<file path="config.mk">
export PLATFORM = sky130hd
export DESIGN_NAME = tmr_err_monitor_flat
export DESIGN_NICKNAME = d
export VERILOG_FILES = /design/src/rtl/tmr_err_monitor_if.sv /design/src/rtl/tmr_err_monitor.sv /design/src/flat_wrapper.sv
export SDC_FILE = /design/constraint.sdc
export NUM_CORES = 1
export LEC_CHECK = 0
export ABC_AREA = 1
export ABC_CLOCK_PERIOD_IN_PS = 4700
export BUFFER_PORTS_ARGS = -buffer_cell sky130_fd_sc_hd__buf_2
export CAP_MARGIN = 20
export CELL_PAD_IN_SITES_DETAIL_PLACEMENT = 1
export CELL_PAD_IN_SITES_GLOBAL_PLACEMENT = 1
export CORE_MARGIN = 3
export CORE_UTILIZATION = 46
export CTS_CLUSTER_DIAMETER = 120
export DETAILED_ROUTE_END_ITERATION = 12
export PLACE_DENSITY = 0.88
export SYNTH_ARGS = -nofsm -noshare
export SYNTH_HDL_FRONTEND = slang
export SYNTH_SLANG_ARGS = --single-unit
</file>
<file path="constraint.sdc">
create_clock -name clk -period 4.7 [get_ports clk]
set_input_delay 0 -clock clk [delete_from_list [all_inputs] [get_ports clk]]
set_output_delay 0 -clock clk [all_outputs]
set_load 0.01 [all_outputs]
</file>
<file path="src/rtl/tmr_err_monitor_if.sv">
// Bundle of the voter-side error flags and the recovery handshake seen by
// tmr_err_monitor. The master side (voter + recovery controller) drives the
// error vectors and the ack; the slave side (the monitor) drives status and req.
interface tmr_err_monitor_if #(
  parameter int N_ERR = 1
);
  logic             valid_i;
  logic [N_ERR-1:0] err_detected_1_i;
  logic [N_ERR-1:0] err_detected_2_i;
  logic [N_ERR-1:0] err_detected_3_i;
  logic [N_ERR-1:0] err_corrected_i;
  logic [N_ERR-1:0] err_detected_i;
  logic             recover_ack_i;
  logic             recover_req_o;
  logic [1:0]       recover_id_o;
  logic [2:0]       faulty_o;
  logic             fatal_o;
  logic [15:0]      corr_count_o;

  modport master (
    output valid_i, err_detected_1_i, err_detected_2_i, err_detected_3_i,
           err_corrected_i, err_detected_i, recover_ack_i,
    input  recover_req_o, recover_id_o, faulty_o, fatal_o, corr_count_o
  );

  modport slave (
    input  valid_i, err_detected_1_i, err_detected_2_i, err_detected_3_i,
           err_corrected_i, err_detected_i, recover_ack_i,
    output recover_req_o, recover_id_o, faulty_o, fatal_o, corr_count_o
  );
endinterface

</file>
<file path="src/rtl/tmr_err_monitor.sv">
// TMR error monitor: one leaky saturating error counter per replica, a faulty
// flag per replica at THRESH, one-at-a-time recovery requests over req/ack,
// a sticky fatal flag for uncorrectable disagreement and a saturating count of
// corrected events.
module tmr_err_monitor #(
  parameter int N_ERR       = 1,
  parameter int CNT_W       = 8,
  parameter int THRESH      = 16,
  parameter int LEAK_PERIOD = 1024
) (
  input  logic            clk,
  input  logic            rst,
  tmr_err_monitor_if.slave bus
);

  localparam int               TMR_W     = $clog2(LEAK_PERIOD);
  localparam logic [TMR_W-1:0] LEAK_LAST = TMR_W'(LEAK_PERIOD - 1);
  localparam logic [CNT_W-1:0] CNT_MAX   = {CNT_W{1'b1}};
  localparam logic [CNT_W-1:0] CNT_ZERO  = {CNT_W{1'b0}};
  localparam logic [CNT_W-1:0] THRESH_C  = CNT_W'(THRESH);

  typedef enum logic [1:0] {
    ST_IDLE  = 2'd0,
    ST_REQ   = 2'd1,
    ST_CLEAR = 2'd2
  } state_t;

  logic [TMR_W-1:0] leak_tmr_r;
  logic             leak_s;
  logic [2:0]       ev_s;
  logic             ev_c_s;
  logic             ev_f_s;
  logic [CNT_W-1:0] cnt_r      [3];
  logic [CNT_W-1:0] cnt_next_s [3];
  logic [2:0]       faulty_s;
  state_t           state_r;
  state_t           state_next_s;
  logic [1:0]       id_r;
  logic [1:0]       id_next_s;
  logic             req_r;
  logic             fatal_r;
  logic [15:0]      corr_r;

  // Event decode: everything is gated by valid_i so idle cycles carry no events.
  always_comb begin
    ev_s[0] = bus.valid_i & (|bus.err_detected_1_i);
    ev_s[1] = bus.valid_i & (|bus.err_detected_2_i);
    ev_s[2] = bus.valid_i & (|bus.err_detected_3_i);
    ev_c_s  = bus.valid_i & (|(bus.err_detected_i & bus.err_corrected_i));
    ev_f_s  = bus.valid_i & (|(bus.err_detected_i & ~bus.err_corrected_i));
    leak_s  = (leak_tmr_r == LEAK_LAST);
  end

  // Free-running leak timer; wraps after the leak cycle regardless of valid_i.
  always_ff @(posedge clk) begin
    if (rst) begin
      leak_tmr_r <= {TMR_W{1'b0}};
    end else if (leak_s) begin
      leak_tmr_r <= {TMR_W{1'b0}};
    end else begin
      leak_tmr_r <= leak_tmr_r + TMR_W'(1);
    end
  end

  // Per-replica counter next value: clear in CLEAR wins, else event/leak rules.
  always_comb begin
    for (int k = 0; k < 3; k++) begin
      cnt_next_s[k] = cnt_r[k];
      if ((state_r == ST_CLEAR) && (id_r == 2'(k))) begin
        cnt_next_s[k] = CNT_ZERO;
      end else if (ev_s[k] && !leak_s) begin
        if (cnt_r[k] != CNT_MAX) begin
          cnt_next_s[k] = cnt_r[k] + CNT_W'(1);
        end else begin
          cnt_next_s[k] = cnt_r[k];
        end
      end else if (!ev_s[k] && leak_s) begin
        if (cnt_r[k] != CNT_ZERO) begin
          cnt_next_s[k] = cnt_r[k] - CNT_W'(1);
        end else begin
          cnt_next_s[k] = cnt_r[k];
        end
      end else begin
        cnt_next_s[k] = cnt_r[k];
      end
    end
  end

  // Faulty flags follow the counters directly so the FSM sees a crossing at once.
  always_comb begin
    for (int k = 0; k < 3; k++) begin
      faulty_s[k] = (cnt_r[k] >= THRESH_C);
    end
  end

  // Recovery FSM next-state: serve the lowest faulty replica, one per round.
  always_comb begin
    state_next_s = state_r;
    id_next_s    = id_r;
    case (state_r)
      ST_IDLE: begin
        if (faulty_s != 3'b000) begin
          state_next_s = ST_REQ;
          if (faulty_s[0]) begin
            id_next_s = 2'd0;
          end else if (faulty_s[1]) begin
            id_next_s = 2'd1;
          end else begin
            id_next_s = 2'd2;
          end
        end else begin
          state_next_s = ST_IDLE;
        end
      end
      ST_REQ: begin
        if (bus.recover_ack_i) begin
          state_next_s = ST_CLEAR;
        end else begin
          state_next_s = ST_REQ;
        end
      end
      ST_CLEAR: begin
        state_next_s = ST_IDLE;
      end
      default: begin
        state_next_s = ST_IDLE;
      end
    endcase
  end

  // State, counters and registered status outputs.
  always_ff @(posedge clk) begin
    if (rst) begin
      state_r <= ST_IDLE;
      id_r    <= 2'd0;
      req_r   <= 1'b0;
      fatal_r <= 1'b0;
      corr_r  <= 16'h0000;
      for (int k = 0; k < 3; k++) begin
        cnt_r[k] <= CNT_ZERO;
      end
    end else begin
      state_r <= state_next_s;
      id_r    <= id_next_s;
      req_r   <= (state_next_s == ST_REQ);
      fatal_r <= fatal_r | ev_f_s;
      if (ev_c_s && (corr_r != 16'hFFFF)) begin
        corr_r <= corr_r + 16'd1;
      end
      for (int k = 0; k < 3; k++) begin
        cnt_r[k] <= cnt_next_s[k];
      end
    end
  end

  assign bus.recover_req_o = req_r;
  assign bus.recover_id_o  = id_r;
  assign bus.faulty_o      = faulty_s;
  assign bus.fatal_o       = fatal_r;
  assign bus.corr_count_o  = corr_r;

endmodule
</file>
<file path="src/flat_wrapper.sv">
// flat-port wrapper written by rule: the top's interface ports become plain ports
module tmr_err_monitor_flat 
#(
  parameter int N_ERR       = 1,
  parameter int CNT_W       = 8,
  parameter int THRESH      = 16,
  parameter int LEAK_PERIOD = 1024
)
  (clk, rst, bus_valid_i, bus_err_detected_1_i, bus_err_detected_2_i, bus_err_detected_3_i, bus_err_corrected_i, bus_err_detected_i, bus_recover_ack_i, bus_recover_req_o, bus_recover_id_o, bus_faulty_o, bus_fatal_o, bus_corr_count_o);
  tmr_err_monitor_if #(.N_ERR(N_ERR)) bus_i ();
  input  logic clk;
  input  logic rst;
  input wire logic [$bits(bus_i.valid_i)-1:0] bus_valid_i;
  input wire logic [$bits(bus_i.err_detected_1_i)-1:0] bus_err_detected_1_i;
  input wire logic [$bits(bus_i.err_detected_2_i)-1:0] bus_err_detected_2_i;
  input wire logic [$bits(bus_i.err_detected_3_i)-1:0] bus_err_detected_3_i;
  input wire logic [$bits(bus_i.err_corrected_i)-1:0] bus_err_corrected_i;
  input wire logic [$bits(bus_i.err_detected_i)-1:0] bus_err_detected_i;
  input wire logic [$bits(bus_i.recover_ack_i)-1:0] bus_recover_ack_i;
  output wire logic [$bits(bus_i.recover_req_o)-1:0] bus_recover_req_o;
  output wire logic [$bits(bus_i.recover_id_o)-1:0] bus_recover_id_o;
  output wire logic [$bits(bus_i.faulty_o)-1:0] bus_faulty_o;
  output wire logic [$bits(bus_i.fatal_o)-1:0] bus_fatal_o;
  output wire logic [$bits(bus_i.corr_count_o)-1:0] bus_corr_count_o;
  assign bus_i.valid_i = bus_valid_i;
  assign bus_i.err_detected_1_i = bus_err_detected_1_i;
  assign bus_i.err_detected_2_i = bus_err_detected_2_i;
  assign bus_i.err_detected_3_i = bus_err_detected_3_i;
  assign bus_i.err_corrected_i = bus_err_corrected_i;
  assign bus_i.err_detected_i = bus_err_detected_i;
  assign bus_i.recover_ack_i = bus_recover_ack_i;
  assign bus_recover_req_o = bus_i.recover_req_o;
  assign bus_recover_id_o = bus_i.recover_id_o;
  assign bus_faulty_o = bus_i.faulty_o;
  assign bus_fatal_o = bus_i.fatal_o;
  assign bus_corr_count_o = bus_i.corr_count_o;
  tmr_err_monitor #(.N_ERR(N_ERR), .CNT_W(CNT_W), .THRESH(THRESH), .LEAK_PERIOD(LEAK_PERIOD)) u_core (.clk(clk), .rst(rst), .bus(bus_i));
endmodule
</file>
==> impl_metrics.py <==
metrics = {
    "pwr": {
        "power.total_mw": 1.09,
        "max-vdd-ir-drop_v": 0.000169,
        "p_leak_nw": 1.76,
        "p_per_area_nw_per_um2": 278,
    },
    "floorplan": {
        "die-area_sq_um": 8830,
        "die_h_um": 94.0,
        "core_area_sq_um": 7370,
        "start_util_pct": 48.3,
        "fp.dieW_um": 94.0,
        "num_rows": 31,
        "pin_count": 32,
    },
    "hold_path": {
        "min_path_type": "primary input to flop",
        "min_from": "bus_err_detected_i",
        "hold_depth": 5,
    },
    "route": {
        "firstDrtPassIters": 5,
        "drt_iter0_drc": 89,
        "avgRoutedWirePerCell_um": 13.9,
        "drc": 0,
        "wirelength_um": 9010,
        "vias": 3393,
        "postRouteAntennaNets": 0,
        "routed_via_density": 5.24,
    },
    "global_routing": {
        "overflow": 0,
        "grt_use_total_pct": 22.3,
        "use_met1_pct": 27.5,
        "grt_pass1_vias": 3508,
        "grtUsageMet3_pct": 3.13,
        "antenna_found_initial": 0,
        "grt_max_degree": 23,
        "top_usage_layer": "met2",
        "grt_pass1_wl_um": 16100,
        "grtUsageMet2_pct": 40.8,
    },
    "status": {
        "status": "finished clean",
    },
    "critical_path": {
        "arrival_ns": 2.76,
        "rr_worst_depth": 14,
        "critPathKind": "flop to flop",
        "start_kind": "flop",
        "crit_start": "u_core.leak_tmr_r[0]$_SDFF_PP0_",
        "setup.worst_path.end_class": "flop",
        "crit_required_ns": 4.92,
        "crit_path_max_fanout": 11,
        "r2r_start": "u_core.leak_tmr_r[0]$_SDFF_PP0_",
    },
    "synth": {
        "synthTopCellsByArea": "dfxtp_1 31%, nand2_1 12%, ha_1 8.1%, nor2_1 7.8%, nand3_1 6.2%",
        "synth_cell_types": 39,
        "syn_area_sq_um": 3560,
        "yosysSeqAreaShare_pct": 31.5,
        "synth_nets": 549,
        "ys_ff_latch": 56,
        "synth_area_leader_cell": "dfxtp_1",
        "synth_cells": 514,
        "yosysTopAreaCellShare_pct": 31.5,
        "synth.avg_cell_area_sq_um": 6.93,
        "yosys_warnings": 0,
    },
    "timing": {
        "worstMarginPinSlew_ns": 0.811,
        "finalMaxSlewViolations": 0,
        "timing.final.crit_share_pct": 54.2,
        "max_slew_margin_pct": 45.7,
        "clock.fmax_ghz": 0.393,
        "setup_viol": 0,
        "setup_total_negative_slack_ns": 0,
        "clock_skew_ns": 0.00671,
        "rsz0062_at_grt": "no",
        "period_needed_ns": 2.55,
        "final-hold-violation-count": 0,
    },
    "clock_network": {
        "cts_tree": "yes",
        "clkLatencyLatePin_ns": 0.31,
        "numCtsBuffers": 5,
        "root_buffer": "clkbuf_8",
        "clkTransAtPathRegs_ns": 0.10,
        "ctsResizeCount": 0,
        "cts_max_level": 2,
        "cts_sinks": 56,
        "cts_buffer_depth": 2,
    },
    "job": {
        "drv_cap": 0,
    },
    "cells_and_area": {
        "antenna_cells": 0,
        "finish.utilization_pct": 52.9,
        "fillers": 1006,
        "syn_to_final_growth_pct": 9.52,
        "drive_above_1_share_pct": 10.7,
        "final_nets": 583,
    },
    "placement": {
        "gp_congestion": 0.842,
        "port_buffers": 31,
        "dpl.hpwl_um": 7070,
    },
}
-- Yosys cell counts --
master	count
nor4_1	1
nand2_1	112
a21oi_1	34
a21boi_1	1
fa_1	3
a22oi_1	1
nor2_1	74
a21o_1	1
nand2_4	3
clkbuf_1	2
nor2_4	3
o21ai_2	1
a21boi_0	2
a211oi_1	1
clkinv_1	1
o21ai_0	13
nor3_1	11
inv_1	57
ha_1	23
nor3b_1	2
nand2_2	4
nand4_1	9
inv_4	1
o21ai_1	12
o211ai_1	1
xor2_1	15
nor3_2	1
nor2_2	1
o21a_1	1
dfxtp_1	56
nand3b_1	1
nand3_4	1
nand3_1	44
xnor2_1	8
a31oi_1	3
buf_6	4
o21bai_1	1
nand3_2	2
or2_2	3
-- power breakdown --
group | total [mW] | leakage [nW] | switching, mW | internal, mW
Sequential | 0.534 | 0.458 | 0.0316 | 0.502
Clock | 0.278 | 0.0510 | 0.160 | 0.118
Combinational | 0.274 | 1.25 | 0.169 | 0.105
Total | 1.09 | 1.76 | 0.360 | 0.726
-- cell families after synthesis --
logic type	after synthesis	synth area share [%]
AO/OA/AOI/OAI	72	11.0
adder cells (fa/ha/maj)	26	9.77
flip-flops	56	31.5
XOR/XNOR	23	5.66
AND/OR/NAND/NOR	272	34.4
buffers and inverters	65	7.77
-- worst max-delay path: stages, from the launching register on --
cell,delay [ns]
dfxtp_1,0.37
ha_1,0.18
nand2_1,0.10
nor2_4,0.15
nand3_4,0.17
nand2_1,0.36
ha_1,0.36
a21oi_1,0.16
nand2_1,0.12
a21oi_1,0.16
nand2_1,0.09
nand3_1,0.09
nand2_1,0.06
inv_1,0.05
nor2_1,0.03
-- through the flow --
| stage | cells | setup slack [ns] | hold slack [ns] | area, sq um |
|---|---|---|---|---|
| after global placement | 638 | 2.28 | 0.282 | 3790 |
| after CTS | 648 | 2.15 | 0.0532 | 3900 |
| after global routing | 648 | 1.85 | 0.0779 | 3900 |
| after detailed placement | 638 | 2.15 | 0.286 | 3790 |
| after floorplan | 514 | 2.48 | 0.135 | 3560 |
| final | 648 | 2.15 | 0.0528 | 3900 |
-- layout make-up --
| type | count | area [sq um] | share of cell area [%] |
|---|---|---|---|
| multi-input combinational | 393 | 2160 | 55.5 |
| timing repair buffer | 33 | 175 | 4.49 |
| tap | 99 | 124 | 3.18 |
| clock inverter | 2 | 10.0 | 0.257 |
| clock buffer | 6 | 82.6 | 2.12 |
| inverter | 59 | 224 | 5.74 |
| sequential | 56 | 1120 | 28.7 |
-- sequential cells by signal, summed over array words and instances, names as in the netlist --
name / count
u_core.cnt_r: 24
u_core.bus.corr_count_o: 16
u_core.leak_tmr_r: 10
u_core.bus.recover_id_o: 2
u_core.state_r: 2
u_core.bus.fatal_o: 1
u_core.bus.recover_req_o: 1
-- cells in the final DEF (no fill, tap or decap), types with 3 or more instances in the layout --
master and count:
nand2_4 3, nand4_1 9, dfxtp_1 56, buf_2 31, nor2_4 3, nor2_1 74
a21oi_1 34, inv_1 57, a31oi_1 3, nor3_1 11, nand2_2 4, o21ai_1 12
o21ai_0 13, nand2_1 112, fa_1 3, xor2_1 15, ha_1 23, xnor2_1 8
or2_2 3, clkbuf_8 6, nand3_1 44
-- routing by layer --
layer | up-vias | part of all wire [%]
li1 | 1739 | -
met1 | 1614 | 45
met2 | 29 | 51
met3 | 11 | 1.9
met4 | 0 | 1.4
met5 | - | 0
-- worst paths after layout --
| check | end | slack (ns) |
|---|---|---|
| worst max register to register | u_core.cnt_r[0][23]$_SDFFE_PP0P_ | 2.15 |
| worst min-delay path | u_core.bus.fatal_o$_SDFF_PP0_ | 0.05 |
| worst min register to register | u_core.leak_tmr_r[0]$_SDFF_PP0_ | 0.46 |
| worst max-delay path | u_core.cnt_r[0][23]$_SDFFE_PP0P_ | 2.15 |
-- repair_timing --
| action | CTS | global route |
|---|---|---|
| setup buffers | 0 | 0 |
| hold endpoints to repair | 2 | 0 |
| setup endpoints to repair | 0 | 0 |
| hold buffers | 2 | 0 |
Power figures use the tool's default switching activity.
